`src/rtl/div_arb_pkg.sv`:
```
// Shared types and constants for the divider arbiter: FSM state encoding,
// operand/word widths and the default watchdog limit.
package div_arb_pkg;

    localparam int DIVIDEND_W             = 10;
    localparam int DIVISOR_W              = 5;
    localparam int WORD_W                 = 5;
    localparam int DEFAULT_TIMEOUT_CYCLES = 63;

    typedef enum logic [2:0] {
        IDLE,
        LOAD_HI,
        LOAD_LO,
        LOAD_DIV,
        WAIT_DONE,
        READ_REM,
        RESP
    } state_t;

endpackage

```
`src/rtl/rr_arbiter2.sv`:
```
// Two-way round-robin arbiter: on a tie the requester that was not served last wins.
module rr_arbiter2 (
    input  logic [1:0] req,
    input  logic       last,
    output logic [1:0] grant,
    output logic       id
);

    // NOTE: every output gets a default before the case so no path leaves one unassigned (no latch).
    always_comb begin
        grant = 2'b00;
        id    = 1'b0;
        case (req)
            2'b01: begin
                grant = 2'b01;
                id    = 1'b0;
            end
            2'b10: begin
                grant = 2'b10;
                id    = 1'b1;
            end
            2'b11: begin
                id    = ~last;
                grant = last ? 2'b01 : 2'b10;
            end
            default: ;
        endcase
    end

endmodule

```
`src/rtl/divider_arbiter.sv`:
```
// Shares one 10-by-5 serial divider between two requesters and returns tagged results.
// Define DIV_ARB_TIMEOUT_EN to add a WAIT_DONE watchdog of TIMEOUT_CYCLES cycles.
module divider_arbiter
    import div_arb_pkg::*;
#(
    parameter int TIMEOUT_CYCLES = DEFAULT_TIMEOUT_CYCLES
) (
    input  logic                  clk,
    input  logic                  rst,
    input  logic                  req0,
    input  logic [DIVIDEND_W-1:0] dividend0,
    input  logic [DIVISOR_W-1:0]  divisor0,
    output logic                  ack0,
    input  logic                  req1,
    input  logic [DIVIDEND_W-1:0] dividend1,
    input  logic [DIVISOR_W-1:0]  divisor1,
    output logic                  ack1,
    output logic                  rsp_valid,
    output logic                  rsp_id,
    output logic [WORD_W-1:0]     rsp_quot,
    output logic [WORD_W-1:0]     rsp_rem,
    output logic                  rsp_ov,
    output logic                  rsp_dbz,
    output logic                  rsp_timeout,
    output logic                  div_start,
    output logic [WORD_W-1:0]     div_data,
    input  logic                  div_done,
    input  logic                  div_ov,
    input  logic                  div_dbz,
    input  logic [WORD_W-1:0]     div_dout
);

    state_t                state, state_next;
    logic [1:0]            grant;
    logic                  win_id;
    logic                  last_id;
    logic                  served_any;
    logic                  timeout_hit;
    logic                  op_id;
    logic [DIVIDEND_W-1:0] op_dividend;
    logic [DIVISOR_W-1:0]  op_divisor;
    logic [DIVIDEND_W-1:0] win_dividend;
    logic [DIVISOR_W-1:0]  win_divisor;
    logic [WORD_W-1:0]     quot_q;
    logic                  ov_q;
    logic                  dbz_q;

    // Until someone has been served, report requester 1 as last so requester 0 wins the first tie.
    rr_arbiter2 u_arb (
        .req   ({req1, req0}),
        .last  (served_any ? last_id : 1'b1),
        .grant (grant),
        .id    (win_id)
    );

    assign win_dividend = grant[1] ? dividend1 : dividend0;
    assign win_divisor  = grant[1] ? divisor1  : divisor0;

`ifdef DIV_ARB_TIMEOUT_EN
    localparam int CNT_W = $clog2(TIMEOUT_CYCLES + 1);
    logic [CNT_W-1:0] wait_cnt;

    assign timeout_hit = (state == WAIT_DONE) && !div_done
                         && (wait_cnt == CNT_W'(TIMEOUT_CYCLES - 1));

    always_ff @(posedge clk or posedge rst) begin
        if (rst)                     wait_cnt <= '0;
        else if (state == LOAD_DIV)  wait_cnt <= '0;
        else if (state == WAIT_DONE) wait_cnt <= wait_cnt + 1'b1;
    end
`else
    assign timeout_hit = 1'b0;
`endif

    // NOTE: flops use non-blocking assignments so every register samples pre-edge values.
    always_ff @(posedge clk or posedge rst) begin
        if (rst) state <= IDLE;
        else     state <= state_next;
    end

    always_comb begin
        state_next = state;
        case (state)
            IDLE:      if (|grant) state_next = LOAD_HI;
            LOAD_HI:   state_next = LOAD_LO;
            LOAD_LO:   state_next = LOAD_DIV;
            LOAD_DIV:  state_next = WAIT_DONE;
            WAIT_DONE: begin
                if (div_done)         state_next = READ_REM;
                else if (timeout_hit) state_next = RESP;
            end
            READ_REM:  state_next = RESP;
            RESP:      state_next = IDLE;
            default:   state_next = IDLE;
        endcase
    end

    // Outputs are registered: each is loaded on the edge that enters the state it belongs to.
    always_ff @(posedge clk or posedge rst) begin
        if (rst) begin
            ack0        <= 1'b0;
            ack1        <= 1'b0;
            div_start   <= 1'b0;
            div_data    <= '0;
            rsp_valid   <= 1'b0;
            rsp_id      <= 1'b0;
            rsp_quot    <= '0;
            rsp_rem     <= '0;
            rsp_ov      <= 1'b0;
            rsp_dbz     <= 1'b0;
            rsp_timeout <= 1'b0;
            op_id       <= 1'b0;
            op_dividend <= '0;
            op_divisor  <= '0;
            quot_q      <= '0;
            ov_q        <= 1'b0;
            dbz_q       <= 1'b0;
            last_id     <= 1'b0;
            served_any  <= 1'b0;
        end else begin
            ack0      <= 1'b0;
            ack1      <= 1'b0;
            div_start <= 1'b0;
            div_data  <= '0;
            rsp_valid <= 1'b0;
            case (state)
                IDLE: if (|grant) begin
                    op_id       <= win_id;
                    op_dividend <= win_dividend;
                    op_divisor  <= win_divisor;
                    ack0        <= grant[0];
                    ack1        <= grant[1];
                    div_start   <= 1'b1;
                    div_data    <= win_dividend[DIVIDEND_W-1:WORD_W];
                end
                LOAD_HI: div_data <= op_dividend[WORD_W-1:0];
                LOAD_LO: div_data <= op_divisor;
                WAIT_DONE: begin
                    if (div_done) begin
                        quot_q <= div_dout;
                        ov_q   <= div_ov;
                        dbz_q  <= div_dbz;
                    end else if (timeout_hit) begin
                        rsp_valid   <= 1'b1;
                        rsp_id      <= op_id;
                        rsp_quot    <= '0;
                        rsp_rem     <= '0;
                        rsp_ov      <= 1'b0;
                        rsp_dbz     <= 1'b0;
                        rsp_timeout <= 1'b1;
                    end
                end
                READ_REM: begin
                    rsp_valid   <= 1'b1;
                    rsp_id      <= op_id;
                    rsp_quot    <= quot_q;
                    rsp_rem     <= div_dout;
                    rsp_ov      <= ov_q;
                    rsp_dbz     <= dbz_q;
                    rsp_timeout <= 1'b0;
                end
                RESP: begin
                    last_id    <= op_id;
                    served_any <= 1'b1;
                end
                default: ;
            endcase
        end
    end

endmodule

```
`config.mk`:
```
export PLATFORM = sky130hd
export DESIGN_NAME = divider_arbiter
export DESIGN_NICKNAME = d
export VERILOG_FILES = /design/src/rtl/div_arb_pkg.sv /design/src/rtl/rr_arbiter2.sv /design/src/rtl/divider_arbiter.sv
export SDC_FILE = /design/constraint.sdc
export NUM_CORES = 1
export LEC_CHECK = 0
export CAP_MARGIN = 15
export CORE_UTILIZATION = 46
export CTS_CLUSTER_DIAMETER = 50
export DETAILED_ROUTE_END_ITERATION = 6
export HOLD_SLACK_MARGIN = 0.06
export PLACE_DENSITY = 0.83
export SLEW_MARGIN = 5
export SYNTH_ARGS = -nofsm -noshare
export SYNTH_HDL_FRONTEND = slang
export SYNTH_SLANG_ARGS = --single-unit
```
`constraint.sdc`:
```
create_clock -name clk -period 2.1 [get_ports clk]
set_input_delay 0.525 -clock clk [delete_from_list [all_inputs] [get_ports clk]]
set_output_delay 0.525 -clock clk [all_outputs]
set_load 0.05 [all_outputs]
```
Word-level counts from Yosys, hierarchy flattened
Cells that the tools add are included.
- bits in registers: 45
- word-level logic and storage cells: 54
- output and inout port bits: 23
- input port bits: 42
- bitwise logic cells: 1
- reductions and logical operators: 5
- equal/unequal tests: 11
- multiplexer cells: 18
- operators with widths (kind ; number):
    $pmux 3 s6 ; 1
    $pmux 5 s3 ; 1
    $mux 10 ; 1
    $mux 5 ; 2
    $eq 3x3->1 const B ; 3
    $mux 1 ; 8
    $eq 3x2->1 const B ; 2
    $mux 3 ; 2
    $pmux 2 s3 ; 1
    $reduce_and 2->1 ; 3
    $eq 2x2->1 const B ; 2
    $ne 2x2->1 const B ; 2
    $eq 3x1->1 const B ; 1
    $logic_not 3->1 ; 1
    $eq 2x1->1 const B ; 1
    $mux 2 ; 1
    $pmux 1 s2 ; 1
    $reduce_or 2->1 ; 1
    $not 1->1 ; 1

Longest topological paths before layout
- depth in word-level cells: 6
- depth in mapped cells: 5
- mapped depth without buffers: 3

Modules after synthesis
A second synthesis with hierarchy kept.
- cell total of the unflattened synthesis: 137
- area, all modules: 1980.6 um^2
- by module, submodules not included (module ; sequential area each (um^2) ; cells an instance ; times used ; area an instance (um^2)):
    divider_arbiter ; 1126.1 ; 133 ; 1 ; 1954.4
    rr_arbiter2 ; 0.0 ; 4 ; 1 ; 26.3

Least setup slack after synthesis
OpenSTA, ideal clock, no wires.
- kind: input to register
- from: in req0
- to: reg op_dividend[0]
- buffers on the path: 1
- data required time: 1937 ps
- stages on the path: 4
- setup slack: 510 ps
- setup time: 163 ps
- arrival time: 1427 ps
- path through: clkbuf_1 inv_1 a21oi_1 a221oi_1
- longest elaborated chain between the ends: 4
- elaborated cells on any way between the ends: 7
- classes of those cells: eq/ne (3); mux (2); reduce/logical (2)
- ends and longest elaborated chain (item ; RTL line ; source):
    start: declaration ; divider_arbiter.sv:10 ; input logic req0,
    $eq 2x2->1 / $eq 2x1->1 (equally long branches) ; rr_arbiter2.sv:13 ; case (req)
    $pmux 2 s3 (*) ; rr_arbiter2.sv:13 ;
    $reduce_or 2->1 ; divider_arbiter.sv:127 ; IDLE: if (|grant) begin
    $reduce_and 2->1 (no source line) ; - ;
    end signal: assignment ; divider_arbiter.sv:129 ; op_dividend <= win_dividend;
    end: declaration ; divider_arbiter.sv:40 ; logic [DIVIDEND_W-1:0] op_dividend;
Mark *: on every way between the ends. The rest lies on a longest branch, timed or not.
A chain may end at the register's enable or synchronous reset.

Final worst setup path
- from: reg rsp_quot[3]
- to: out rsp_quot[3]
- RTL lines (item ; RTL line ; source):
    start: declaration ; divider_arbiter.sv:20 ; output logic [WORD_W-1:0] rsp_quot,
    start signal: assignment ; divider_arbiter.sv:156 ; rsp_quot <= quot_q;
No word-level cell between the ends.

==> results.json <==
{
  "overflow": 0,
  "synth_area_per_cell_um2": 11.8,
  "via_per_inst": 5.55,
  "synthTopCellsByCount": "dfrtp_1, mux2_2, inv_1, nor2_1",
  "critPathKind": "register to output pin",
  "timing.rr.start": "state[0]",
  "min_from": "dbz_q",
  "power_frac_seq_pct": 35.3,
  "timing.rr.end": "op_divisor[1]",
  "place_ws_ns": 0.0532,
  "seq_area_um2": 1130,
  "yosys_most_used_dff": "dfrtp_1",
  "rows": 23,
  "clk_path_buf_depth": 2,
  "start_util_pct": 49.8,
  "synth_nets": 217,
  "hold_viol": 0,
  "ff2ff_setup_slack_ns": 0.48,
  "grt_max_degree": 46,
  "min_period_ns": 1.99,
  "maxSlewHeadroom_pct": 66.2,
  "cp_top_family": "buffers and inverters",
  "finalWirelength_mm": 4.66,
  "p_int_mw": 2.45,
  "cp.arrival_ns": 1.47,
  "post-route-period-util_pct": 94.8,
  "antenna-diode-count": 0,
  "path_buf_inv": 1,
  "combPwrFrac_pct": 50.9,
  "finalInstanceArea_um2": 2850,
  "gp_congestion": 0.882,
  "syn_to_final_growth_pct": 38.3,
  "core-area_um2": 4140,
  "cts_resized": 0,
  "cellPowerDensity_nw_per_um2": 1490,
  "yosys-top-cells-area": "dfrtp_1, mux2_2, a221oi_1",
  "drtPass1Iterations": 4,
  "holdBufCountCts": 0,
  "place_area_um2": 2750,
  "hp-class": "register to register",
  "layout_setup_ws_ns": 0.108,
  "final_cell_count_no_fill": 291,
  "p_total_mw": 4.26,
  "grt.total_usage_pct": 20.9,
  "rsz0062_at_grt": "no",
  "clock.fmax_ghz": 0.502,
  "design.die.area_um2": 4750,
  "synth.top_cell.area_share_pct": 54.6,
  "ios": 65,
  "die-width_um": 69.0,
  "hold_ws_ns": 0.509,
  "tightest_slew_ns": 0.505,
  "crit_path_start_kind": "register",
  "ir_worst_vdd_mv": 0.804,
  "grt_pass1_vias": 1495,
  "dp.final_hpwl_mm": 3.31,
  "drive_above_1_share_pct": 17.4,
  "synth_edf_count": 0,
  "ys_seq_area_share_pct": 54.6,
  "htree_levels": 2,
  "finalClockSkew_ns": 0.00476,
  "tns_ns": 0,
  "fillers": 324,
  "dpl.cell_count": 283,
  "endpoint_kind": "output pin",
  "drt_iter0_markers": 173,
  "worst-path-stages": 1,
  "power_leakage_nw": 1.24,
  "clk_latency_ns": 0.30,
  "path_cells": "clkdlybuf4s50_1",
  "antenna_found_initial": 0,
  "cts_made_buffers": 5,
  "drv_slew": 0,
  "cap_violations": 0,
  "postSynthCellCount": 175,
  "ys_warn_count": 0,
  "cts_tree": "done",
  "drc": 0,
  "synth_area_um2": 2060,
  "holdPathEnd": "dbz_q",
  "clock-sinks": 45,
  "utilization_pct": 68.8,
  "die_height_um": 69.0,
  "worstPathRequired_ns": 1.57,
  "hold-path-cell-count": 1,
  "root_buffer": "clkbuf_8",
  "status": "complete, no violations",
  "synth_seq_cells": 45,
  "postRouteAntennaNets": 0,
  "synth.distinct_cells": 31,
  "yosys.area.top_type": "dfrtp_1",
  "grt_pass1_wl_mm": 7.08,
  "clockPowerShare_pct": 13.7,
  "slowest_delay_ns": 0.81,
  "path_clk_slew_ns": 0.08,
  "p_sw_share_pct": 42.5,
  "switchingPower_mw": 1.81,
  "synth.most_common_cell": "dfrtp_1",
  "vias": 1616,
  "synthArstFlopShare_pct": 100,
  "cts_setup_buffers": 0,
  "multiInputGateArea_um2": 803,
  "worstPathMaxFanout": 2,
  "nNetsFinal": 282,
  "port_buffers": 63,
  "reg2reg_depth": 3,
  "finalSetupViolCount": 0,
  "wl_per_cell_um": 16.0,
  "cp_slowest_cell": "clkdlybuf4s50_1"
}
-- final cells by class --
cell class	instances	area share [%]
inverter	13	1.71
clock inverter	1	0.175
multi-input combinational	103	28.2
tap	50	2.19
clock buffer	7	3.38
sequential	45	39.5
timing repair buffer	72	24.9
-- layout by cell type, fill, tap and decap left out, drive strengths merged --
| master | count |
|---|---|
| a211oi | 8 |
| a21o | 7 |
| a21oi | 8 |
| a221oi | 8 |
| a22oi | 5 |
| a2bb2oi | 1 |
| and3 | 1 |
| buf | 9 |
| clkbuf | 7 |
| clkdlybuf4s50 | 63 |
| clkinv | 2 |
| conb | 1 |
| dfrtp | 45 |
| inv | 12 |
| mux2 | 21 |
| nand2 | 3 |
| nand2b | 2 |
| nand3b | 1 |
| nor2 | 10 |
| nor2b | 4 |
| nor3 | 3 |
| o21ai | 1 |
| o21bai | 2 |
| o22ai | 5 |
| o2bb2ai | 3 |
| o311ai | 7 |
| or3 | 1 |
| or4b | 1 |
-- sequential cells by signal, indices dropped and copies added, names as in the netlist, 3 cells and up --
name,count
div_data,5
op_dividend,5
op_divisor,5
quot_q,5
rsp_quot,5
rsp_rem,5
state,3
-- cell families after synthesis --
kind of cell,after synthesis,synth area share [%]
compound gates,55,19.8
other cells,1,0.182
mux,21,11.5
simple gates,26,7.52
flops,45,54.6
buf+inv,27,6.43
-- power by group through the flow --
stage / clock, mW / sequential (mW) / combinational (mW)
6_report: 0.585 / 1.50 / 2.17
4_1_cts: 0.597 / 1.51 / 2.17
2_1_floorplan: 0 / 2.09 / 0.945
3_3_place_gp: 0 / 1.51 / 2.13
3_5_place_dp: 0 / 1.52 / 2.17
5_1_grt: 0.631 / 1.56 / 2.29
-- worst max-delay path by stage --
stage	from	endpoint
floorplan	req0	op_dividend[0]
global placement	req1	op_divisor[2]
detailed placement	req1	op_dividend[1]
CTS	rsp_quot[3]	rsp_quot[3]
global route	rsp_rem[4]	rsp_rem[4]
finish	rsp_quot[3]	rsp_quot[3]
-- metal layers --
| layer | up-vias | GRT usage [%] | routed length [um] | share of wire, % |
|---|---|---|---|---|
| li1 | 771 | - | - | - |
| met1 | 781 | 29.2 | 2090 | 45 |
| met2 | 55 | 30.7 | 2230 | 48 |
| met3 | 9 | 4.61 | 254 | 5.5 |
| met4 | 0 | 9.44 | 81 | 1.7 |
| met5 | - | 0 | 0 | 0 |
Power figures use the tool's default switching activity.
